--- config.mk ---
export PLATFORM = sky130hd
export DESIGN_NAME = uart_tx_cfg_flat
export DESIGN_NICKNAME = d
export VERILOG_FILES = /design/src/rtl/uart_tx_cfg_if.sv /design/src/rtl/uart_tx_cfg.sv /design/src/flat_wrapper.sv
export SDC_FILE = /design/constraint.sdc
export NUM_CORES = 1
export LEC_CHECK = 0
export ABC_AREA = 1
export BUFFER_PORTS_ARGS = -buffer_cell sky130_fd_sc_hd__buf_2
export CAP_MARGIN = 20
export CORE_ASPECT_RATIO = 0.7
export CORE_MARGIN = 2
export CORE_UTILIZATION = 45
export DETAILED_ROUTE_END_ITERATION = 16
export HOLD_SLACK_MARGIN = 0.1
export SYNTH_ARGS = -nofsm -noshare
export SYNTH_HDL_FRONTEND = slang
export SYNTH_SLANG_ARGS = --single-unit
--- constraint.sdc ---
create_clock -name sys_clk -period 5.1 [get_ports sys_clk]
set_input_delay 0.51 -clock sys_clk [delete_from_list [all_inputs] [get_ports sys_clk]]
set_output_delay 0.51 -clock sys_clk [all_outputs]
set_load 0.1 [all_outputs]
--- src/rtl/uart_tx_cfg_if.sv ---
// uart_tx_cfg_if: producer-to-transmitter word handshake.
// A word moves on any edge where pi_valid && pi_ready.
interface uart_tx_cfg_if #(
  parameter int DATA_BITS = 8
);
  logic [DATA_BITS-1:0] pi_data;
  logic                 pi_valid;
  logic                 pi_ready;

  modport master (
    output pi_data,
    output pi_valid,
    input  pi_ready
  );

  modport slave (
    input  pi_data,
    input  pi_valid,
    output pi_ready
  );
endinterface

--- src/rtl/uart_tx_cfg.sv ---
// uart_tx_cfg: UART transmitter with input FIFO, 5..9 data bits,
// optional odd/even parity and one or two stop bits.
module uart_tx_cfg #(
  parameter int CLK_FRE    = 50_000_000,
  parameter int BPS        = 9600,
  parameter int DATA_BITS  = 8,
  parameter int PARITY     = 0,
  parameter int STOP_BITS  = 1,
  parameter int FIFO_DEPTH = 4
) (
  input  logic                             sys_clk,
  input  logic                             sys_rst_n,
  uart_tx_cfg_if.slave                     pi,
  output logic                             tx,
  output logic                             tx_busy,
  output logic                             tx_done,
  output logic [$clog2(FIFO_DEPTH+1)-1:0]  fifo_cnt
);

  localparam int BIT_CLKS = CLK_FRE / BPS;
  localparam int BW = (BIT_CLKS > 1) ? $clog2(BIT_CLKS) : 1;
  localparam int IW = $clog2(DATA_BITS);
  localparam int AW = (FIFO_DEPTH > 1) ? $clog2(FIFO_DEPTH) : 1;
  localparam int CW = $clog2(FIFO_DEPTH + 1);

  localparam logic [BW-1:0] BAUD_LAST = BW'(BIT_CLKS - 1);
  localparam logic [IW-1:0] BIT_LAST  = IW'(DATA_BITS - 1);
  localparam logic [CW-1:0] FULL      = CW'(FIFO_DEPTH);
  localparam logic          STOP_LAST = (STOP_BITS == 2);

  typedef enum logic [2:0] {
    IDLE,
    START,
    DATA,
    PAR,
    STOP
  } state_t;

  logic [DATA_BITS-1:0] mem_q [FIFO_DEPTH];
  logic [AW-1:0]        wr_ptr_q;
  logic [AW-1:0]        wr_ptr_d;
  logic [AW-1:0]        rd_ptr_q;
  logic [AW-1:0]        rd_ptr_d;
  logic [CW-1:0]        cnt_q;
  logic [CW-1:0]        cnt_d;
  logic                 avail_q;
  logic                 push;
  logic                 pop;
  logic                 can_pop;
  logic [DATA_BITS-1:0] head;

  state_t               state_q;
  state_t               state_d;
  logic [BW-1:0]        baud_q;
  logic [BW-1:0]        baud_d;
  logic [IW-1:0]        bit_q;
  logic [IW-1:0]        bit_d;
  logic                 stop_q;
  logic                 stop_d;
  logic [DATA_BITS-1:0] shreg_q;
  logic [DATA_BITS-1:0] shreg_d;
  logic                 par_q;
  logic                 par_d;
  logic                 tx_q;
  logic                 tx_d;
  logic                 done_q;
  logic                 done_d;
  logic                 baud_last;

  assign pi.pi_ready = (cnt_q != FULL);
  assign push        = pi.pi_valid && pi.pi_ready;
  assign head        = mem_q[rd_ptr_q];
  // a fresh word waits one cycle before it can be popped
  assign can_pop     = avail_q && (cnt_q != '0);

  always_comb begin
    wr_ptr_d = wr_ptr_q;
    rd_ptr_d = rd_ptr_q;
    cnt_d    = cnt_q;
    if (push) begin
      wr_ptr_d = wr_ptr_q + AW'(1);
    end
    if (pop) begin
      rd_ptr_d = rd_ptr_q + AW'(1);
    end
    case ({push, pop})
      2'b10:   cnt_d = cnt_q + CW'(1);
      2'b01:   cnt_d = cnt_q - CW'(1);
      default: cnt_d = cnt_q;
    endcase
  end

  always_ff @(posedge sys_clk) begin
    if (push) begin
      mem_q[wr_ptr_q] <= pi.pi_data;
    end
  end

  always_ff @(posedge sys_clk) begin
    if (!sys_rst_n) begin
      wr_ptr_q <= '0;
      rd_ptr_q <= '0;
      cnt_q    <= '0;
      avail_q  <= 1'b0;
    end else begin
      wr_ptr_q <= wr_ptr_d;
      rd_ptr_q <= rd_ptr_d;
      cnt_q    <= cnt_d;
      avail_q  <= (cnt_q != '0);
    end
  end

  assign baud_last = (baud_q == BAUD_LAST);

  always_comb begin
    state_d = state_q;
    baud_d  = baud_last ? '0 : baud_q + BW'(1);
    bit_d   = bit_q;
    stop_d  = stop_q;
    shreg_d = shreg_q;
    par_d   = par_q;
    tx_d    = tx_q;
    done_d  = 1'b0;
    pop     = 1'b0;
    unique case (state_q)
      IDLE: begin
        baud_d = '0;
        tx_d   = 1'b1;
        if (can_pop) begin
          pop     = 1'b1;
          shreg_d = head;
          par_d   = (PARITY == 1) ? ~^head : ^head;
          state_d = START;
          tx_d    = 1'b0;
        end
      end
      START: begin
        if (baud_last) begin
          state_d = DATA;
          bit_d   = '0;
          tx_d    = shreg_q[0];
        end
      end
      DATA: begin
        if (baud_last) begin
          if (bit_q == BIT_LAST) begin
            stop_d = 1'b0;
            if (PARITY != 0) begin
              state_d = PAR;
              tx_d    = par_q;
            end else begin
              state_d = STOP;
              tx_d    = 1'b1;
            end
          end else begin
            bit_d   = bit_q + IW'(1);
            shreg_d = shreg_q >> 1;
            tx_d    = shreg_q[1];
          end
        end
      end
      PAR: begin
        if (baud_last) begin
          state_d = STOP;
          stop_d  = 1'b0;
          tx_d    = 1'b1;
        end
      end
      STOP: begin
        if (baud_last) begin
          if (stop_q == STOP_LAST) begin
            done_d = 1'b1;
            // back-to-back: next start bit follows the stop bit directly
            if (can_pop) begin
              pop     = 1'b1;
              shreg_d = head;
              par_d   = (PARITY == 1) ? ~^head : ^head;
              state_d = START;
              tx_d    = 1'b0;
            end else begin
              state_d = IDLE;
              tx_d    = 1'b1;
            end
          end else begin
            stop_d = 1'b1;
          end
        end
      end
      default: begin
        state_d = IDLE;
        tx_d    = 1'b1;
      end
    endcase
  end

  always_ff @(posedge sys_clk) begin
    if (!sys_rst_n) begin
      state_q <= IDLE;
      baud_q  <= '0;
      bit_q   <= '0;
      stop_q  <= 1'b0;
      shreg_q <= '0;
      par_q   <= 1'b0;
      tx_q    <= 1'b1;
      done_q  <= 1'b0;
    end else begin
      state_q <= state_d;
      baud_q  <= baud_d;
      bit_q   <= bit_d;
      stop_q  <= stop_d;
      shreg_q <= shreg_d;
      par_q   <= par_d;
      tx_q    <= tx_d;
      done_q  <= done_d;
    end
  end

  assign tx       = tx_q;
  assign tx_busy  = (state_q != IDLE);
  assign tx_done  = done_q;
  assign fifo_cnt = cnt_q;

endmodule

--- src/flat_wrapper.sv ---
// flat-port wrapper written by rule: the top's interface ports become plain ports
module uart_tx_cfg_flat 
#(
  parameter int CLK_FRE    = 50_000_000,
  parameter int BPS        = 9600,
  parameter int DATA_BITS  = 8,
  parameter int PARITY     = 0,
  parameter int STOP_BITS  = 1,
  parameter int FIFO_DEPTH = 4
)
  (sys_clk, sys_rst_n, tx, tx_busy, tx_done, fifo_cnt, pi_pi_data, pi_pi_valid, pi_pi_ready);
  uart_tx_cfg_if #(.DATA_BITS(DATA_BITS)) pi_i ();
  input  logic sys_clk;
  input  logic sys_rst_n;
  output logic tx;
  output logic tx_busy;
  output logic tx_done;
  output logic [$clog2(FIFO_DEPTH+1)-1:0] fifo_cnt;
  input wire logic [$bits(pi_i.pi_data)-1:0] pi_pi_data;
  input wire logic [$bits(pi_i.pi_valid)-1:0] pi_pi_valid;
  output wire logic [$bits(pi_i.pi_ready)-1:0] pi_pi_ready;
  assign pi_i.pi_data = pi_pi_data;
  assign pi_i.pi_valid = pi_pi_valid;
  assign pi_pi_ready = pi_i.pi_ready;
  uart_tx_cfg #(.CLK_FRE(CLK_FRE), .BPS(BPS), .DATA_BITS(DATA_BITS), .PARITY(PARITY), .STOP_BITS(STOP_BITS), .FIFO_DEPTH(FIFO_DEPTH)) u_core (.sys_clk(sys_clk), .sys_rst_n(sys_rst_n), .pi(pi_i), .tx(tx), .tx_busy(tx_busy), .tx_done(tx_done), .fifo_cnt(fifo_cnt));
endmodule
# Yosys cells after proc, flatten, opt, wreduce, memory -nomap -nowiden
# Memories as Yosys holds them, arrays and structs flattened. A register that Yosys moved wholly into a read port is not among the register bits.
# Cells that the tools add are included.
[totals]
regBits = 38
ram_bits = 32
memories = 1
out_inout_bits = 7
word_cells = 95
inputBits = 11
[memory_table]
columns = ["name", "depth", "width", "rd", "rd_clocked_by_memory_dff", "wr", "line_no", "source"]
rows = [
  ["u_core.mem_q", 4, 8, 1, 1, 1, "uart_tx_cfg.sv:39", "logic [DATA_BITS-1:0] mem_q [FIFO_DEPTH];"],
]
[classes]
n_addsub = 6
n_reduce_logical = 16
bitwise_logic = 1
muxes = 43
n_eq_ne = 17
[ops]
columns = ["operator", "count"]
rows = [
  ["8-bit 2-to-1 mux", 5],
  ["3-bit 2-to-1 mux", 10],
  ["8-bit one-hot mux with 3 select lines", 1],
  ["1-bit 2-to-1 mux", 19],
  ["3-bit one-hot mux with 5 select lines", 1],
  ["5-bit AND reduction", 3],
  ["13-bit by 1-bit adder with 13-bit output (second input constant)", 1],
  ["13-bit equality test (second input constant)", 1],
  ["2-bit by 1-bit inequality test with 1-bit output (second input constant)", 6],
  ["3-bit one-hot mux with 2 select lines", 2],
  ["3-bit nonzero test", 4],
  ["7-bit AND reduction", 1],
  ["3-bit by 1-bit adder with 3-bit output (second input constant)", 2],
  ["3-bit by 2-bit equality test with 1-bit output (second input constant)", 2],
  ["3-bit equality test (second input constant)", 2],
  ["1-bit one-hot mux with 5 select lines", 1],
  ["2-bit by 1-bit adder with 2-bit output (second input constant)", 2],
  ["2-bit 2-to-1 mux", 2],
  ["2-bit inequality test (second input constant)", 2],
  ["4-bit AND reduction", 1],
  ["2-bit nonzero test", 2],
  ["3-bit by 1-bit equality test with 1-bit output (second input constant)", 1],
  ["3-bit logical NOT", 1],
  ["3-bit inequality test (second input constant)", 1],
  ["other kinds (9)", 10],
]

# Logic depth before layout (Yosys ltp)
# Gate-level depths: netlist of run 1.
[logic_depth]
depth_word = 8
mapped_depth = 12
depth_no_buf = 12

# Worst setup path before layout of run 1
# No wires, ideal clock.
[synth_path]
path_kind = "register -> register"
from = "register u_core.cnt_q[2], in the netlist u_core.fifo_cnt[2]"
to = "register u_core.cnt_q[2], in the netlist u_core.fifo_cnt[2]"
setup_time_ns = 0.124
path_buffers = 0
path_stages_with_launch = 10
setup_slack_ns = 1.472
period_less_slack_ns = 3.628
t_arrival_ns = 3.504
path_cell_list = "dfxtp_1 > nand3_1 > nand2_1 > ha_1 > inv_1 > fa_1 > a21oi_1 > o21ai_0 > o21ai_0 > a21oi_1"
[synth_rtl]
columns = ["element", "line_no", "source"]
rows = [
  ["start: declaration", "uart_tx_cfg.sv:44", "logic [CW-1:0] cnt_q;"],
  ["start signal: assignment", "uart_tx_cfg.sv:108", "cnt_q <= cnt_d;"],
  ["3-bit inequality test (*)", "uart_tx_cfg.sv:70", "assign pi.pi_ready = (cnt_q != FULL);"],
  ["net pi_pi_ready", "flat_wrapper.sv:21", "output wire logic [$bits(pi_i.pi_ready)-1:0] pi_pi_ready;"],
  ["1-bit logical AND (*)", "uart_tx_cfg.sv:71", "assign push = pi.pi_valid && pi.pi_ready;"],
  ["2-bit by 1-bit equality test with 1-bit output / 2-bit equality test (equally long branches)", "uart_tx_cfg.sv:86", "case ({push, pop})"],
  ["3-bit one-hot mux with 2 select lines / 2-bit nonzero test (equally long branches)", "-", ""],
]
# The timed path passes the listed nets; every way through them passes the cells marked *.
# A chain may end at the register's enable or synchronous reset.

# Worst setup path in the final report of run 1
[layout_path]
from = "register u_core.baud_q[0]"
to = "register u_core.cnt_q[2], in the netlist u_core.fifo_cnt[2]"
[layout_via]
elab_chain_cells = 5
[layout_lines]
columns = ["element", "line_no", "source"]
rows = [
  ["start: declaration", "uart_tx_cfg.sv:54", "logic [BW-1:0] baud_q;"],
  ["start signal: assignment", "uart_tx_cfg.sv:208", "baud_q <= baud_d;"],
  ["13-bit equality test (*)", "uart_tx_cfg.sv:113", "assign baud_last = (baud_q == BAUD_LAST);"],
  ["1-bit 2-to-1 mux (*)", "uart_tx_cfg.sv:170", "if (baud_last) begin"],
  ["1-bit one-hot mux with 2 select lines (*)", "uart_tx_cfg.sv:125", "unique case (state_q)"],
  ["net u_core.pop", "uart_tx_cfg.sv:48", "logic pop;"],
  ["2-bit by 1-bit equality test with 1-bit output / 2-bit equality test (equally long branches)", "uart_tx_cfg.sv:86", ""],
  ["3-bit one-hot mux with 2 select lines / 2-bit nonzero test (equally long branches)", "-", ""],
]
# Marks and branches as above.

==> results of run 1 <==
## power by group through the flow
stage / registers (mW) / logic (mW) / clock network (mW)
detailed placement: 0.725 / 0.578 / 0
finish: 0.713 / 0.580 / 0.382
CTS: 0.712 / 0.582 / 0.389
global placement: 0.725 / 0.583 / 0
floorplan: 0.766 / 0.437 / 0
global route: 0.723 / 0.660 / 0.414
## final timing paths
check                                 startpoint            endpoint  slack, ns  cells past startpoint
worst max-delay path            u_core.baud_q[0]  u_core.fifo_cnt[2]       2.72                     12
worst min-delay path               pi_pi_data[6]  u_core.mem_q[2][6]       0.38                      1
worst max register to register  u_core.baud_q[0]  u_core.fifo_cnt[2]       2.72                     12
worst min register to register  u_core.baud_q[0]    u_core.baud_q[0]       0.45                      1
## cell type report
cell class / count / share of cell area (%)
sequential: 71 / 49.1
inverter: 42 / 4.44
clock buffer: 10 / 3.60
tap: 94 / 3.31
multi-input combinational: 277 / 36.2
timing repair buffer: 17 / 2.40
clock inverter: 5 / 1.02
## critical path, delay by kind of cell, from the launching register on
| kind | cells | cell delay (ns) |
|---|---|---|
| fa+ha+maj | 3 | 0.75 |
| compound gates | 5 | 0.70 |
| simple gates | 3 | 0.39 |
| flops | 1 | 0.36 |
| buf+inv | 1 | 0.06 |
## logic make-up after synthesis
family	count (synthesis)	share of synthesized area (%)
and+or+nand+nor	222	28.0
DFF	71	53.7
buffers and inverters	51	6.75
AOI/OAI and AO/OA	43	7.02
adders and majority gates	9	3.70
xor gates and xnor gates	3	0.810
## routing by layer
metal / global-route usage, % / share of wire [%]
met1: 27.5 / 55
met2: 24.4 / 39
met3: 4.94 / 4.9
met4: 4.89 / 0.77
met5: 0 / 0
## flip-flops by register name (all words and copies together), names as in the netlist, 2 cells and up, named ones only
name / flops
u_core.mem_q: 32
u_core.baud_q: 13
u_core.shreg_q: 8
u_core.bit_q: 3
u_core.fifo_cnt: 3
u_core.state_q: 3
u_core.rd_ptr_q: 2
u_core.wr_ptr_q: 2
## cells in the mapped netlist (3+ instances only)
library cell and count:
nand2_1 123, nor2_1 62, dfxtp_1 39, inv_1 39, edfxtp_1 32, o21ai_0 23, a21oi_1 17, nand3_1 16
ha_1 8, buf_2 5, nand2_2 5, nor3_1 5, nor2_2 4, inv_2 3, nand4_1 3, xor2_1 3
## metrics by stage
stage / utilization (%) / total power [mW] / cells
floorplan: - / 1.20 / 399
global placement: 49.4 / 1.31 / 501
detailed placement: 49.4 / 1.30 / 501
CTS: 51.8 / 1.68 / 516
global route: 51.8 / 1.80 / 516
finish: 51.8 / 1.68 / 516
==> impl_metrics.env, run 1 <==
export IMPL_finalClockSkew_ns=0.0128
export IMPL_max_stage_delay_ns=0.37
export IMPL_antenna_found_initial=0
export IMPL_drv_cap=0
export IMPL_syn_to_final_growth_pct=9.41
export IMPL_whs_ns=0.378
export IMPL_grt_pass1_wl_mm=10.9
export IMPL_cts_root_buf="clkbuf_8"
export IMPL_final_common_cell="nand2_1"
export IMPL_multi_input_area_sq_um=1280
export IMPL_fin_crit_ns=2.38
export IMPL_required_ns=5.34
export IMPL_cts_sinks=71
export IMPL_syn_avg_cell_area_sq_um=8.13
export IMPL_fillers=650
export IMPL_cp_arrival_ns=2.62
export IMPL_initial_core_util_pct=47.4
export IMPL_die_y_um=75.0
export IMPL_slew_headroom_pct=47.8
export IMPL_worstMarginPinSlew_ns=0.781
export IMPL_swShare_pct=41.1
export IMPL_fp_dieArea_sq_um=7920
export IMPL_synth_ff_type="dfxtp_1"
export IMPL_pre_cts_slack_ns=2.74
export IMPL_grt_overflow_total=0
export IMPL_place_area_sq_um=3390
export IMPL_path_max_fanout=3
export IMPL_vias=2452
export IMPL_synthArstFlopShare_pct=0
export IMPL_cts_tree="done"
export IMPL_core_area_sq_um=6850
export IMPL_status="finished clean"
export IMPL_seqPwrFrac_pct=42.6
export IMPL_rsz0062_at_grt="no"
export IMPL_wl_per_cell_um=12.1
export IMPL_die_width_um=105
export IMPL_clk_latency_ns=0.35
export IMPL_htree_num_levels=3
export IMPL_antennaDiodeCount=0
export IMPL_fmax_mhz=421
export IMPL_grt_pass1_vias=2261
export IMPL_ir_drop_mv=0.179
export IMPL_antenna_left=0
export IMPL_startpoint_type="flip-flop"
export IMPL_finalMaxSlewViolations=0
export IMPL_std_cell_rows=25
export IMPL_p_comb_share_pct=34.6
export IMPL_crit_top_cell="a21oi_1"
export IMPL_hold_viol_final=0
export IMPL_syn_area_sq_um=3240
export IMPL_vias_per_cell=4.75
export IMPL_drive_above_1_share_pct=10.9
export IMPL_drc=0
export IMPL_final_cell_mix="nand2_1 (123), nor2_1 (62), inv_1 (39), dfxtp_1 (39), edfxtp_1 (32)"
export IMPL_synth_seq_cells=71
export IMPL_io_pins=18
export IMPL_p_switching_mw=0.688
export IMPL_worst_slack_ns=2.72
export IMPL_place_hpwl_mm=4.47
export IMPL_synth_edf_count=32
export IMPL_grt_max_degree=22
export IMPL_p_per_area_nw_per_um2=472
export IMPL_hold_buffers=0
export IMPL_cts_setup_buffers=0
export IMPL_cp_end_kind="flip-flop"
export IMPL_min_path_type="in -> reg"
export IMPL_setup_worst_path_class="reg -> reg"
export IMPL_setup_viol=0
export IMPL_path_cells="ha_1 -> nand2_1 -> nor2_1 -> nand3_1 -> a21oi_1 -> ha_1 -> inv_1 -> fa_1 -> a21oi_1 -> o21ai_0 -> o21ai_0 -> a21oi_1"
export IMPL_grt_use_total_pct=17.9
export IMPL_nets=438
export IMPL_ff_latch_area_sq_um=1740
export IMPL_yosysSeqAreaShare_pct=53.7
export IMPL_period_share_pct=46.6
export IMPL_place_congestion=0.849
export IMPL_synth_nets=419
export IMPL_ctsResizeCount=0
export IMPL_drt_pass1_iterations=5
export IMPL_synthTopCellsByArea="edfxtp_1 (30%), dfxtp_1 (24%), nand2_1 (14%)"
export IMPL_pwr_share_clk_pct=22.8
export IMPL_internal_power_mw=0.987
export IMPL_p_leak_nw=1.46
export IMPL_setup_tns_ns=0
export IMPL_cts_buffer_depth=2
export IMPL_numPortBuffers=17
export IMPL_yosysTopAreaCellShare_pct=29.6
export IMPL_drt_iter0_drc=133
export IMPL_finalInstanceArea_sq_um=3550
export IMPL_crit_slowest_cell="fa_1"
export IMPL_yosys_area_top_type="edfxtp_1"
export IMPL_ys_warn_count=0
export IMPL_routed_wl_mm=6.23
export IMPL_cts_clk_slew_worst_paths_ns=0.08
export IMPL_numCtsBuffers=9
export IMPL_yosysUniqueCellTypes=28
export IMPL_syn_inst=399
Power figures use the tool's default switching activity.
==> run 2, diff against run 1 <==
- clock period: 5.1 -> 2 ns (I/O delays scaled with it)
==> impl_metrics.env, run 2 (synthesis results as in run 1) <==
export IMPL_min_path_type="in -> reg"
export IMPL_htree_num_levels=3
export IMPL_finalClockSkew_ns=0.00862
export IMPL_hold_start="pi_pi_valid"
export IMPL_grt_overflow_total=0
export IMPL_antennaDiodeCount=0
export IMPL_worst_r2r_cell_count=12
export IMPL_fp_dieArea_sq_um=7920
export IMPL_wl_per_cell_um=12.3
export IMPL_grt_use_total_pct=18.3
export IMPL_drv_cap=0
export IMPL_p_leak_nw=1.67
export IMPL_cts_sinks=71
export IMPL_place_hpwl_mm=4.69
export IMPL_critPathTopFamily="adder cells"
export IMPL_initial_core_util_pct=47.4
export IMPL_grt_max_degree=21
export IMPL_whs_ns=0.206
export IMPL_largest_register="u_core.mem_q"
export IMPL_period_share_pct=98.9
export IMPL_r2r_start="u_core.baud_q[0]"
export IMPL_path_max_fanout=2
export IMPL_crit_start="u_core.baud_q[0]"
export IMPL_io_pins=18
export IMPL_numCtsBuffers=9
export IMPL_cts_tree="done"
export IMPL_setup_worst_path_class="reg -> reg"
export IMPL_r2r_end="u_core.fifo_cnt[2]"
export IMPL_antenna_left=0
export IMPL_min_to="u_core.wr_ptr_q[1]"
export IMPL_max_stage_delay_ns=0.36
export IMPL_die_y_um=75.0
export IMPL_worstMarginPinSlew_ns=0.556
export IMPL_cts_clk_slew_worst_paths_ns=0.07
export IMPL_antenna_found_initial=0
export IMPL_status="finished clean"
export IMPL_final_cell_mix="nand2_1 (121), nor2_1 (60), inv_1 (34), dfxtp_1 (34), edfxtp_1 (32)"
export IMPL_place_congestion=0.808
export IMPL_slew_headroom_pct=62.8
export IMPL_ff_latch_area_sq_um=1760
export IMPL_cts_root_buf="clkbuf_8"
export IMPL_fillers=634
export IMPL_ir_drop_mv=0.591
export IMPL_rsz0062_at_grt="yes"
export IMPL_cp_end_kind="flip-flop"
export IMPL_numPortBuffers=17
export IMPL_reg_largest_list="u_core.mem_q (32), u_core.baud_q (13), u_core.shreg_q (8)"
export IMPL_fmax_mhz=505
export IMPL_drc=0
export IMPL_multi_input_area_sq_um=1400
export IMPL_crit_buf_inv=1
export IMPL_final_common_cell="nand2_1"
export IMPL_core_area_sq_um=6850
export IMPL_std_cell_rows=25
export IMPL_die_width_um=105
export IMPL_nets=471
export IMPL_path_cells="ha_4 -> nand2_4 -> nor2_4 -> nand3_4 -> a21oi_4 -> ha_4 -> inv_2 -> fa_2 -> a21oi_2 -> o21ai_1 -> o21ai_1 -> a21oi_1"
export IMPL_clk_latency_ns=0.35
export IMPL_rrSetupSlack_ns=0.02
export IMPL_drive_above_1_share_pct=20.8
export IMPL_p_per_area_nw_per_um2=1140
export IMPL_pre_cts_slack_ns=-0.129
export IMPL_syn_to_final_growth_pct=22.1
export IMPL_setup_viol=0
export IMPL_vias_per_cell=4.78
export IMPL_grt_pass1_wl_mm=10.9
export IMPL_drt_pass1_iterations=4
export IMPL_hold_depth=3
export IMPL_vias=2631
export IMPL_cts_buffer_depth=2
export IMPL_worst_slack_ns=0.0217
export IMPL_crit_slowest_cell="dfxtp_2"
export IMPL_cp_arrival_ns=2.21
export IMPL_largest_reg_flops=32
export IMPL_finalMaxSlewViolations=0
export IMPL_startpoint_type="flip-flop"
export IMPL_hold_viol_final=0
export IMPL_fin_crit_ns=1.98
export IMPL_grt_pass1_vias=2355
export IMPL_drt_iter0_drc=120
export IMPL_routed_wl_mm=6.76
export IMPL_required_ns=2.23
[run 2: cell types whose count changed in the layout (fill, tap and decap cells not counted), moves of 4 or more]
cell | previous run | this run
dfxtp_1 | 39 | 34
inv_1 | 39 | 34
inv_2 | 3 | 7
dlygate4sd3_1 | 0 | 8
buf_4 | 0 | 25
nand3_1 | 16 | 12
[run 2: worst max-delay path by stage]
stage               cells after the start                  to
floorplan                               9  u_core.fifo_cnt[1]
global placement                       12  u_core.fifo_cnt[2]
CTS                                    11  u_core.fifo_cnt[1]
global route                           12  u_core.fifo_cnt[2]
finish                                 12  u_core.fifo_cnt[2]
detailed placement                     11  u_core.fifo_cnt[1]
[run 2: per-stage QoR]
step           instance area [sq um]  utilization (%)  instances  setup TNS, ns  power [mW]
2_1_floorplan                   3320                -        399         -0.228        3.11
3_3_place_gp                    3610             52.8        522        -0.0949        3.39
3_5_place_dp                    3610             52.8        522         -0.256        3.42
4_1_cts                         3920             57.2        548        -0.0325        4.54
5_1_grt                         3960             57.8        550         -0.150        4.83
6_report                        3960             57.8        550              0        4.53
[run 2: area by class of cell]
| type | instances | share of cell area [%] |
|---|---|---|
| clock buffers | 11 | 3.32 |
| clock inverters | 5 | 1.23 |
| inverters | 42 | 4.07 |
| multi-input cells | 277 | 35.2 |
| flip-flops and latches | 71 | 44.3 |
| well taps | 94 | 2.97 |
| repair buffers | 50 | 8.90 |
[run 2: per-layer routing]
metal	vias up	GRT usage (%)	wire length (um)
met2	30	28.5	2860
met4	0	5.78	100
met3	13	5.89	226
met1	1213	24.5	3570
li1	1375	-	-
met5	-	0	0
[run 2: worst reg2reg max path, cell delays in order (launching register included)]
cell,delay [ns]
dfxtp_2,0.36
ha_4,0.16
nand2_4,0.06
nor2_4,0.12
nand3_4,0.10
a21oi_4,0.17
ha_4,0.15
inv_2,0.04
fa_2,0.34
a21oi_2,0.12
o21ai_1,0.08
o21ai_1,0.13
a21oi_1,0.05
[run 2: where the power goes]
part	switching [mW]	leakage, nW	internal, mW	total [mW]
Sequential	0.126	0.614	1.70	1.83
Combinational	1.13	0.957	0.489	1.62
Clock	0.519	0.0945	0.567	1.09
[run 2: what timing repair did]
item / CTS / global route
buffers inserted: 2 / 2
endpoints found under the setup margin: 2 / 2
resized for setup: 8 / 8
hold buffers: 8 / 0
pin swaps: 5 / 5
endpoints found under the hold margin: 32 / 0
